<file path="src/rtl/qtable_wb_buffer.sv">
// Write-back buffer between the Q-learning update pipeline and the Q-table RAM.
// Coalesces repeat updates to pending non-head keys and forwards pending Q values to lookups.
module qtable_wb_buffer #(
  parameter int Q_W   = 16,
  parameter int S_W   = 6,
  parameter int A_W   = 4,
  parameter int DEPTH = 4,
  localparam int KW   = S_W + A_W,
  localparam int PW   = $clog2(DEPTH),
  localparam int CW   = $clog2(DEPTH) + 1
) (
  input  logic           clk,
  input  logic           rst,
  input  logic           in_valid,
  output logic           in_ready,
  input  logic [S_W-1:0] in_state,
  input  logic [A_W-1:0] in_action,
  input  logic [Q_W-1:0] in_q,
  output logic           mem_wr_en,
  output logic [KW-1:0]  mem_wr_addr,
  output logic [Q_W-1:0] mem_wr_data,
  input  logic           mem_ack,
  input  logic           lk_valid,
  input  logic [S_W-1:0] lk_state,
  input  logic [A_W-1:0] lk_action,
  output logic           lk_out_valid,
  output logic           lk_hit,
  output logic [Q_W-1:0] lk_q,
  output logic [CW-1:0]  count
);

  logic [KW-1:0]  key_q [DEPTH];
  logic [KW-1:0]  key_d [DEPTH];
  logic [Q_W-1:0] val_q [DEPTH];
  logic [Q_W-1:0] val_d [DEPTH];
  logic [PW-1:0]  head_q, head_d, tail_q, tail_d;
  logic [CW-1:0]  count_q, count_d;
  logic           lk_out_valid_q, lk_out_valid_d;
  logic           lk_hit_q, lk_hit_d;
  logic [Q_W-1:0] lk_q_q, lk_q_d;

  logic [KW-1:0]  in_key, lk_key;
  logic           accept, pop, match_hit;
  logic [PW-1:0]  match_idx;

  assign in_key      = {in_state, in_action};
  assign lk_key      = {lk_valid ? lk_state : lk_state, lk_action};
  assign in_ready    = !rst && (count_q < CW'(DEPTH));
  assign mem_wr_en   = (count_q != '0);
  assign mem_wr_addr = key_q[head_q];
  assign mem_wr_data = val_q[head_q];
  assign count       = count_q;
  assign lk_out_valid = lk_out_valid_q;
  assign lk_hit      = lk_hit_q;
  assign lk_q        = lk_q_q;

  always_comb begin
    key_d          = key_q;
    val_d          = val_q;
    head_d         = head_q;
    tail_d         = tail_q;
    count_d        = count_q;
    match_hit      = 1'b0;
    match_idx      = '0;
    lk_out_valid_d = lk_valid;
    lk_hit_d       = 1'b0;
    lk_q_d         = '0;

    accept = in_valid && in_ready;
    pop    = mem_ack && (count_q != '0);

    // Only non-head entries may coalesce; the head is already in flight to the RAM.
    for (int i = 1; i < DEPTH; i++) begin
      if ((CW'(i) < count_q) && (key_q[head_q + PW'(i)] == in_key)) begin
        match_hit = 1'b1;
        match_idx = head_q + PW'(i);
      end
    end

    if (accept) begin
      if (match_hit) begin
        val_d[match_idx] = in_q;
      end else begin
        key_d[tail_q] = in_key;
        val_d[tail_q] = in_q;
        tail_d        = tail_q + PW'(1);
      end
    end

    if (pop) begin
      head_d = head_q + PW'(1);
    end

    case ({accept && !match_hit, pop})
      2'b10:   count_d = count_q + CW'(1);
      2'b01:   count_d = count_q - CW'(1);
      default: count_d = count_q;
    endcase

    // Lookup sees the post-edge queue; a non-head match outranks the head.
    if (lk_valid) begin
      if ((count_d != '0) && (key_d[head_d] == lk_key)) begin
        lk_hit_d = 1'b1;
        lk_q_d   = val_d[head_d];
      end
      for (int i = 1; i < DEPTH; i++) begin
        if ((CW'(i) < count_d) && (key_d[head_d + PW'(i)] == lk_key)) begin
          lk_hit_d = 1'b1;
          lk_q_d   = val_d[head_d + PW'(i)];
        end
      end
    end
  end

  always_ff @(posedge clk or posedge rst) begin
    if (rst) begin
      for (int i = 0; i < DEPTH; i++) begin
        key_q[i] <= '0;
        val_q[i] <= '0;
      end
      head_q         <= '0;
      tail_q         <= '0;
      count_q        <= '0;
      lk_out_valid_q <= 1'b0;
      lk_hit_q       <= 1'b0;
      lk_q_q         <= '0;
    end else begin
      key_q          <= key_d;
      val_q          <= val_d;
      head_q         <= head_d;
      tail_q         <= tail_d;
      count_q        <= count_d;
      lk_out_valid_q <= lk_out_valid_d;
      lk_hit_q       <= lk_hit_d;
      lk_q_q         <= lk_q_d;
    end
  end

endmodule

</file>
<file path="config.mk">
export PLATFORM = sky130hd
export DESIGN_NAME = qtable_wb_buffer
export DESIGN_NICKNAME = d
export VERILOG_FILES = /design/src/rtl/qtable_wb_buffer.sv
export SDC_FILE = /design/constraint.sdc
export NUM_CORES = 1
export LEC_CHECK = 0
export ABC_CLOCK_PERIOD_IN_PS = 13600
export BUFFER_PORTS_ARGS = -buffer_cell sky130_fd_sc_hd__clkbuf_2
export CAP_MARGIN = 0
export CORE_MARGIN = 1.5
export CORE_UTILIZATION = 52
export CTS_CLUSTER_DIAMETER = 80
export CTS_CLUSTER_SIZE = 24
export DETAILED_ROUTE_END_ITERATION = 16
export PLACE_DENSITY_LB_ADDON = 0.2
export RECOVER_POWER = 50
export SYNTH_ARGS = -nofsm -noshare
export SYNTH_HDL_FRONTEND = slang
export SYNTH_SLANG_ARGS = --single-unit
export TNS_END_PERCENT = 100
</file>
<file path="constraint.sdc">
create_clock -name clk -period 13.6 [get_ports clk]
set_clock_uncertainty 0.05 [all_clocks]
set_input_delay 2.72 -clock clk [delete_from_list [all_inputs] [get_ports clk]]
set_output_delay 2.72 -clock clk [all_outputs]
set_load 0.03 [all_outputs]
</file>
After elaboration in Yosys (flattened, before gate mapping):

Cells that the tools add are included.

* add/sub/neg operators: 9
* magnitude comparators: 19
* equal/unequal tests: 9
* mux-type cells: 70
* bitwise operators: 11
* reductions and logical operators: 18

Operators with widths (number)
* $mux W16: 17
* $mux W10: 17
* $bmux W10 S2: 8
* $bmux W16 S2: 5
* $bwmux W64: 2
* $mux W64: 2
* $mux W40: 2
* $eq A10 B10 Y1: 7
* $demux W16 S2: 2
* $bwmux W40: 1
* $ge A3 B3 Y1 const B: 10
* $not A2 Y3: 10
* $demux W10 S2: 1
* $logic_and A1 B1 Y1: 13
* $lt A2 B3 Y1 const A: 4
* $add A2 B2 Y2 const B: 4
* $mux W1: 8
* $mux W2: 4
* $add A2 B1 Y2 const B: 3
* $lt A1 B3 Y1 const A: 2
* $lt A3 B1 Y1 const B: 2
* $pmux W3 S2: 1
* $reduce_bool A3 Y1: 2
* $add A3 B1 Y3 const B: 1
* other kinds (7): 8

* register bits after elaboration: 129
* input port bits: 41
* word-level logic and storage cells: 150

Longest topological paths before layout:

Gate-level depths: netlist of the first run.

* word-level depth: 26
* mapped depth: 27
* gate-level depth less buffers: 20

Worst setup path after synthesis of the first run:

OpenSTA, ideal clock, no wires.

* path kind: input-to-reg
* start point: input in_state[2]
* end point: register lk_q_q[10], in the netlist lk_q[10]
* setup time: 0.119 ns
* arrival: 6.723 ns
* path slack: 6.708 ns
* stages: 22
* path buffers: 4
* cells stage by stage: clkbuf_1 > xnor2_1 > nor4_2 > a21oi_1 > or4_4 > nand3_2 > inv_2 > buf_6 > buf_6 > ha_1 > nor2b_1 > o21ai_0 > o221ai_1 > or2_2 > o21ai_0 > nor4_1 > o2111a_1 > nand4_1 > clkbuf_1 > o21ai_0 > o221a_1 > o21a_1

* elaborated cells between the ends (all ways): 70
* classes of those cells: order compare (5); eq/ne (9); mux (44); bitwise (1); reduce/logical (11)

RTL lines
* from (decl): line 16 `input logic [S_W-1:0] in_state,`
* $eq A10 B10 Y1: line 74 `if ((CW'(i) < count_q) && (key_q[head_q + PW'(i)] == in_key)) begin`
* $logic_and A1 B1 Y1: line 74
* $mux W1 (2 in a row): line 74
* $mux W1 (*): line 74
* $logic_not A1 Y1 (*): line 94 `case ({accept && !match_hit, pop})`
* $logic_and A1 B1 Y1 (*): line 94
* $eq A2 B1 Y1 or $eq A2 B2 Y1 (tied branches): line 94
* $pmux W3 S2 (*): line 94
* net count_d[2]: line 37 `logic [CW-1:0] count_q, count_d;`
* branches (longest 5 deep; another with $lt A1 B3 Y1)
* $mux W16 (*): line 107 `if ((CW'(i) < count_d) && (key_d[head_d + PW'(i)] == lk_key)) begin`
* $mux W16 (*): line 101 `if (lk_valid) begin`
* net lk_q_d[10]: line 40 `logic [Q_W-1:0] lk_q_q, lk_q_d;`
* to (signal assigned): line 135 `lk_q_q <= lk_q_d;`
* to (decl): line 40

Mark *: on every way through the listed nets, which the timed path passes. The select of a mux whose other input is x is not followed.
A chain may end at the register's enable or synchronous reset.

Worst setup path in the final report of the first run:

* start point: input mem_ack
* end point: register lk_q_q[2], in the netlist lk_q[2]

* cells in the longest elaborated chain, start to end: 13
* elaborated cells between the ends (all ways): 53
* classes of those cells: add/sub (3); order compare (3); eq/ne (6); mux (31); bitwise (4); reduce/logical (6)

RTL lines
* from (decl): line 22 `input logic mem_ack,`
* $logic_and A1 B1 Y1 (*): line 70 `pop = mem_ack && (count_q != '0);`
* $mux W2: line 90 `if (pop) begin`
* $add A2 B1 Y2 or $not A2 Y3 (tied branches)
* $not A2 Y3 (implied by the code) or $bmux W10 S2 (tied branches): line 107, 109, 102
* $bmux W10 S2 or $mux W10 (tied branches): line 107, 102
* $mux W10 (on tied branches): line 107, 102
* $mux W10 (implied by the code) or $eq A10 B10 Y1 (tied branches): line 107, 102
* $eq A10 B10 Y1 or $logic_and A1 B1 Y1 (tied branches): line 107, 102
* $logic_and A1 B1 Y1 or $mux W16 (tied branches): line 107, 102
* $mux W16 (2 in a row): line 107
* $mux W16 (*): line 107
* $mux W16 (*): line 101
* net lk_q_d[2]: line 40

The timed path passes the listed nets; every way through them passes the cells marked *. The select of a mux whose other input is x is not followed.

==> metrics.cfg, run 1 <==
[synthesis]
synth_cells=1341
synthFlopType=dfrtp_1
synth_area_um2=11900
synth_edf_count=0
ys_ff_latch=129
synthDistinctLibCells=93
synth_warnings=0
synth_nets=1392
synth_area_per_cell_um2=8.91
async_flop_share_pct=100
ys_seq_area_share_pct=27.0

[global_routing]
grt_pass1_wl_um=60300
grt_overflow=0
antenna_found_initial=2
first_global_vias=10600
grt_use_total_pct=32.6
grt_max_degree=87

[final_layout]
final_nets=1393
fin_cells=1642
drive_above_1_share_pct=18.2
n_fill_cell=2036
syn_to_final_growth_pct=7.83
final_area_um2=12900

[worst_setup_path]
cpMaxStageDelayCell=clkbuf_1
setup.worst_path.class=input port to flop
crit_chain=clkbuf_2, and2_1, xnor2_4, inv_4, clkbuf_1, nor3b_1, a221oi_1, mux2i_1, mux2i_1, xnor2_1, nor4_1, o2111a_1, nand4_1, o21ai_0, o221a_2, o21a_1
crit_arrival_ps=10010
r2r-start=count[0]
start_kind=input port
cp.buffers_inverters=3
required_ps=13920
crit_fanout=86
path_common_cell=mux2i_1
startpoint=mem_ack
critical-path-max-stage-delay_ps=2790
end_kind=flop
cpLargestDelayFamily=buffers and inverters

[sta]
finalCritPeriodShare_pct=71.3
rsz0062_at_grt=no
post-route-min-period_ps=9700
maxSlewViolCount=219
setup-tns-final_ps=0
worstMarginPinSlew_ps=3920
hold_viol_final=0
slew_headroom_pct=-162
hold_ws_ps=504
setup_violations=0
fmax_mhz=103

[die]
dieArea_um2=23900
initial_core_util_pct=52.9
ios=90
die_w_um=155
die_h_um=155
fp.coreArea_um2=22600
row_count=55

[cts]
clockRootBuffer=clkbuf_16
postCtsSetupRepairBufs=0
htreeDepth=4
cts_tree=built
ctsResizeCount=0
clock_latency_ps=430
cts_buffers=17
numClockSinks=129
clk_pin_slew_ps=70
holdBufCountCts=0
clock_tree.buffer_depth=2

[min_path]
hp-class=flop to flop
hold_start=val_q[56]

[detailed_routing]
wl_per_cell_um=23.5
vias=11100
viasPerCell=6.79
drc_errors=0
ant_nets=0
drtIter0Drc=1268
firstDrtPassIters=6
postRouteWirelength_um=38600

[status]
violations=capacitance limit, slew limit
status=finished with violations

[placement]
io_buffers=89
place_area_um2=12300
placed_cells=1608
hpwl_um=25700
gp_congestion=0.956

[run]
max_cap_violations=3

cells by family after synthesis:
group           count (synthesis)  share of synthesized area (%)
buf+inv                       190                           7.35
compound gates                370                           22.0
fa+ha+maj                      10                           1.05
flops                         129                           27.0
xor+xnor                       74                           5.49
mux                           217                           22.8
simple gates                  351                           14.3
sequential cells by signal (all words and copies together) (netlist names):
signal,cells
val_q,64
key_q,40
lk_q,16
count,3
head_q,2
tail_q,2
lk_hit,1
lk_out_valid,1
through the flow:
stage / setup slack [ps] / util, %
2_1_floorplan: 6710 / -
3_3_place_gp: 5160 / 54.6
3_5_place_dp: 5020 / 54.6
4_1_cts: 5400 / 57.2
5_1_grt: 3470 / 57.1
6_report: 3900 / 57.1
layout make-up:
type | count | area [µm²] | share of cell area (%)
Clock inverter | 14 | 170 | 1.32
Sequential cell | 129 | 3230 | 25.1
Timing Repair Buffer | 109 | 558 | 4.33
Tap cell | 285 | 357 | 2.77
Inverter | 63 | 240 | 1.86
Antenna cell | 2 | 5.00 | 0.0389
Multi-Input combinational cell | 1022 | 7890 | 61.2
Clock buffer | 18 | 429 | 3.33
per-layer routing:
layer	wire [µm]	part of all wire, %	up-vias	track usage (%)
met4	1600	4.2	0	15.2
met3	3250	8.4	113	6.02
li1	-	-	4992	-
met1	15600	40	5446	42.4
met2	18200	47	591	52.6
met5	0	0	-	0
placed cells by master (no fill, tap or decap), types with 22 or more instances in the layout:
| master | Yosys | layout |
|---|---|---|
| mux2i_1 | 135 | 135 |
| mux2_2 | 41 | 41 |
| clkbuf_2 | 0 | 65 |
| mux4_2 | 39 | 39 |
| nand4_1 | 22 | 22 |
| xnor2_1 | 48 | 47 |
| nor3_1 | 24 | 23 |
| nand2_1 | 146 | 146 |
| inv_1 | 59 | 58 |
| nor2_1 | 75 | 75 |
| xor2_1 | 25 | 23 |
| a211oi_1 | 24 | 24 |
| clkbuf_1 | 72 | 27 |
| a21oi_1 | 83 | 83 |
| o211ai_1 | 32 | 32 |
| dfrtp_1 | 129 | 127 |
| o21ai_0 | 74 | 74 |
worst register-to-register path, stage by stage (launching register included):
cell	delay [ps]
dfrtp_1	500
inv_1	110
ha_1	240
nand2b_1	90
and2_1	430
xnor2_4	120
inv_4	370
clkbuf_1	2800
nor3b_1	200
a221oi_1	420
mux2i_1	150
mux2i_1	230
xnor2_1	140
nor4_1	520
o2111a_1	310
nand4_1	730
o21ai_0	490
o221a_2	230
o21a_1	100
cell usage after synthesis (all sizes together), types with 5 or more instances:
cell	instances	share of area, %
a21o	7	0.45
o32ai	6	0.44
buf	55	3.1
o21ai	79	3.3
o221ai	15	1.1
nand3	13	0.63
nor3	25	1.1
nand2	147	4.6
xor2	25	1.8
o31ai	10	0.71
mux2	42	4.0
nor3b	10	0.63
nor2	76	2.5
o21a	15	0.94
nor4	11	0.88
nand2b	5	0.26
o211ai	33	2.1
ha	10	1.0
a221oi	9	0.66
inv	62	1.9
a22oi	5	0.31
nand4	23	1.3
mux2i	136	11
mux4	39	7.4
a21oi	85	3.6
dfrtp	129	27
clkbuf	72	2.3
a211oi	25	1.6
nor2b	6	0.31
or3	14	0.73
xnor2	49	3.7
o221a	15	1.4
a311oi	18	1.7
path summary, 6_finish.rpt:
check | end | slack, ps | depth (start not counted)
setup reg to reg | lk_q[2] | 5320 | 18
max in group asynchronous | val_q[23] | 6050 | 3
setup / recovery | lk_q[2] | 3900 | 16
hold reg to reg | val_q[56] | 500 | 2
min in group asynchronous | key_q[1] | 2970 | 2
hold / removal | val_q[56] | 500 | 2
Power of run 1 is left out: the tool's default activity adds up to more than one toggle a clock period on the data nets, which glitch-free logic cannot reach.
==> run 2, diff against run 1 <==
--- a/config.mk
+++ b/config.mk
@@ -5,7 +5,7 @@
 export SDC_FILE = /design/constraint.sdc
 export NUM_CORES = 1
 export LEC_CHECK = 0
-export ABC_CLOCK_PERIOD_IN_PS = 13600
+export ABC_CLOCK_PERIOD_IN_PS = 9900
 export BUFFER_PORTS_ARGS = -buffer_cell sky130_fd_sc_hd__clkbuf_2
 export CAP_MARGIN = 0
 export CORE_MARGIN = 1.5
==> constraint.sdc (replaced) <==
create_clock -name clk -period 9.9 [get_ports clk]
set_clock_uncertainty 0.05 [all_clocks]
set_input_delay 1.98 -clock clk [delete_from_list [all_inputs] [get_ports clk]]
set_output_delay 1.98 -clock clk [all_outputs]
set_load 0.03 [all_outputs]
==> metrics.cfg, run 2 (synthesis results as in run 1) <==
[final_layout]
registers.top_by_ff_count=val_q
largest_reg_flops=64
n_fill_cell=2052
syn_to_final_growth_pct=8.11
drive_above_1_share_pct=18.2
final_nets=1393
final_cell_mix=nand2_1, mux2i_1, dfrtp_1
layout_commonest_cell=nand2_1

[sta]
setup-tns-final_ps=0
hold_viol_final=0
post-route-min-period_ps=7900
setup_violations=0
hold_ws_ps=511
worstMarginPinSlew_ps=3430
finalCritPeriodShare_pct=79.8
rsz0062_at_grt=no
fmax_mhz=127
slew_headroom_pct=-130
maxSlewViolCount=132

[placement]
hpwl_um=26100
io_buffers=89
gp_congestion=0.943

[global_routing]
grt_use_met3_pct=7.12
antenna_found_initial=1
grt_use_total_pct=33.5
grt_overflow=0
grtUsageMet2_pct=53.6
top_usage_layer=met2
grt_max_degree=86
grt_pass1_wl_um=61500
globalRouteMet1Util_pct=43.4
first_global_vias=10700

[cts]
postCtsSetupRepairBufs=0
cts_tree=built
clock_latency_ps=440
ctsResizeCount=0
clockRootBuffer=clkbuf_16
clk_pin_slew_ps=60
holdBufCountCts=0
numClockSinks=129
cts_buffers=17
clock_tree.buffer_depth=2
htreeDepth=4

[worst_setup_path]
crit_arrival_ps=8220
required_ps=10210
end_kind=flop
start_kind=flop
setup.worst_path.class=flop to flop
crit_fanout=48

[status]
status=finished with violations
violations=capacitance limit, slew limit

[detailed_routing]
vias=11100
firstDrtPassIters=7
viasPerCell=6.77
drc_errors=0
wl_per_cell_um=23.9
ant_nets=0
drtIter0Drc=1318
postRouteWirelength_um=39200

[die]
ios=90
row_count=55
dieArea_um2=23900
initial_core_util_pct=52.9
die_w_um=155
die_h_um=155
fp.coreArea_um2=22600

[run]
max_cap_violations=2

[min_path]
hp-class=flop to flop

[run 2: path summary, 6_finish.rpt]
kind,startpoint,to,slack [ps],depth (start not counted)
max in group asynchronous,rst,head_q[1],2880,3
hold / removal,val_q[50],val_q[50],510,2
setup / recovery,head_q[1],lk_q[7],2000,19
min in group asynchronous,rst,key_q[19],2470,2
hold reg to reg,val_q[50],val_q[50],510,2
setup reg to reg,head_q[1],lk_q[7],2000,19
[run 2: metrics by stage]
| stage | cell area, µm² | cells | util [%] | worst slack (ps) |
|---|---|---|---|---|
| floorplan | 11900 | 1341 | - | 3750 |
| global placement | 12300 | 1608 | 54.6 | 2210 |
| detailed placement | 12300 | 1608 | 54.6 | 2020 |
| CTS | 12900 | 1640 | 57.4 | 2240 |
| global route | 12900 | 1641 | 57.2 | 1420 |
| finish | 12900 | 1641 | 57.2 | 2000 |
[run 2: layout make-up]
class / count / area [µm²] / area share, %
multi-input cells: 1022 / 7890 / 61.1
inverters: 63 / 240 / 1.86
well taps: 285 / 357 / 2.76
repair buffers: 109 / 562 / 4.35
clock buffers: 18 / 429 / 3.32
flip-flops and latches: 129 / 3230 / 25.0
clock inverters: 14 / 201 / 1.56
diodes: 1 / 2.50 / 0.0194
[run 2: layer usage]
| layer | wire [µm] | vias up |
|---|---|---|
| met5 | 0 | - |
| met2 | 18500 | 625 |
| met1 | 15700 | 5382 |
| met3 | 3280 | 118 |
| li1 | - | 4985 |
| met4 | 1740 | 0 |
[run 2: worst max-delay path, cell delays in order (launching register included)]
cell	delay, ps
dfrtp_4	980
buf_4	690
mux2i_1	430
xor2_1	110
a32oi_1	200
or3_1	220
or2_1	670
nand3_2	520
inv_2	600
ha_1	310
nand3b_1	100
o221ai_1	290
or2_2	180
o21ai_0	80
nor4_1	430
o2111a_1	320
nand4_1	740
o21ai_0	470
o221a_1	240
o21a_1	120
Power of run 2 is left out for the same reason.
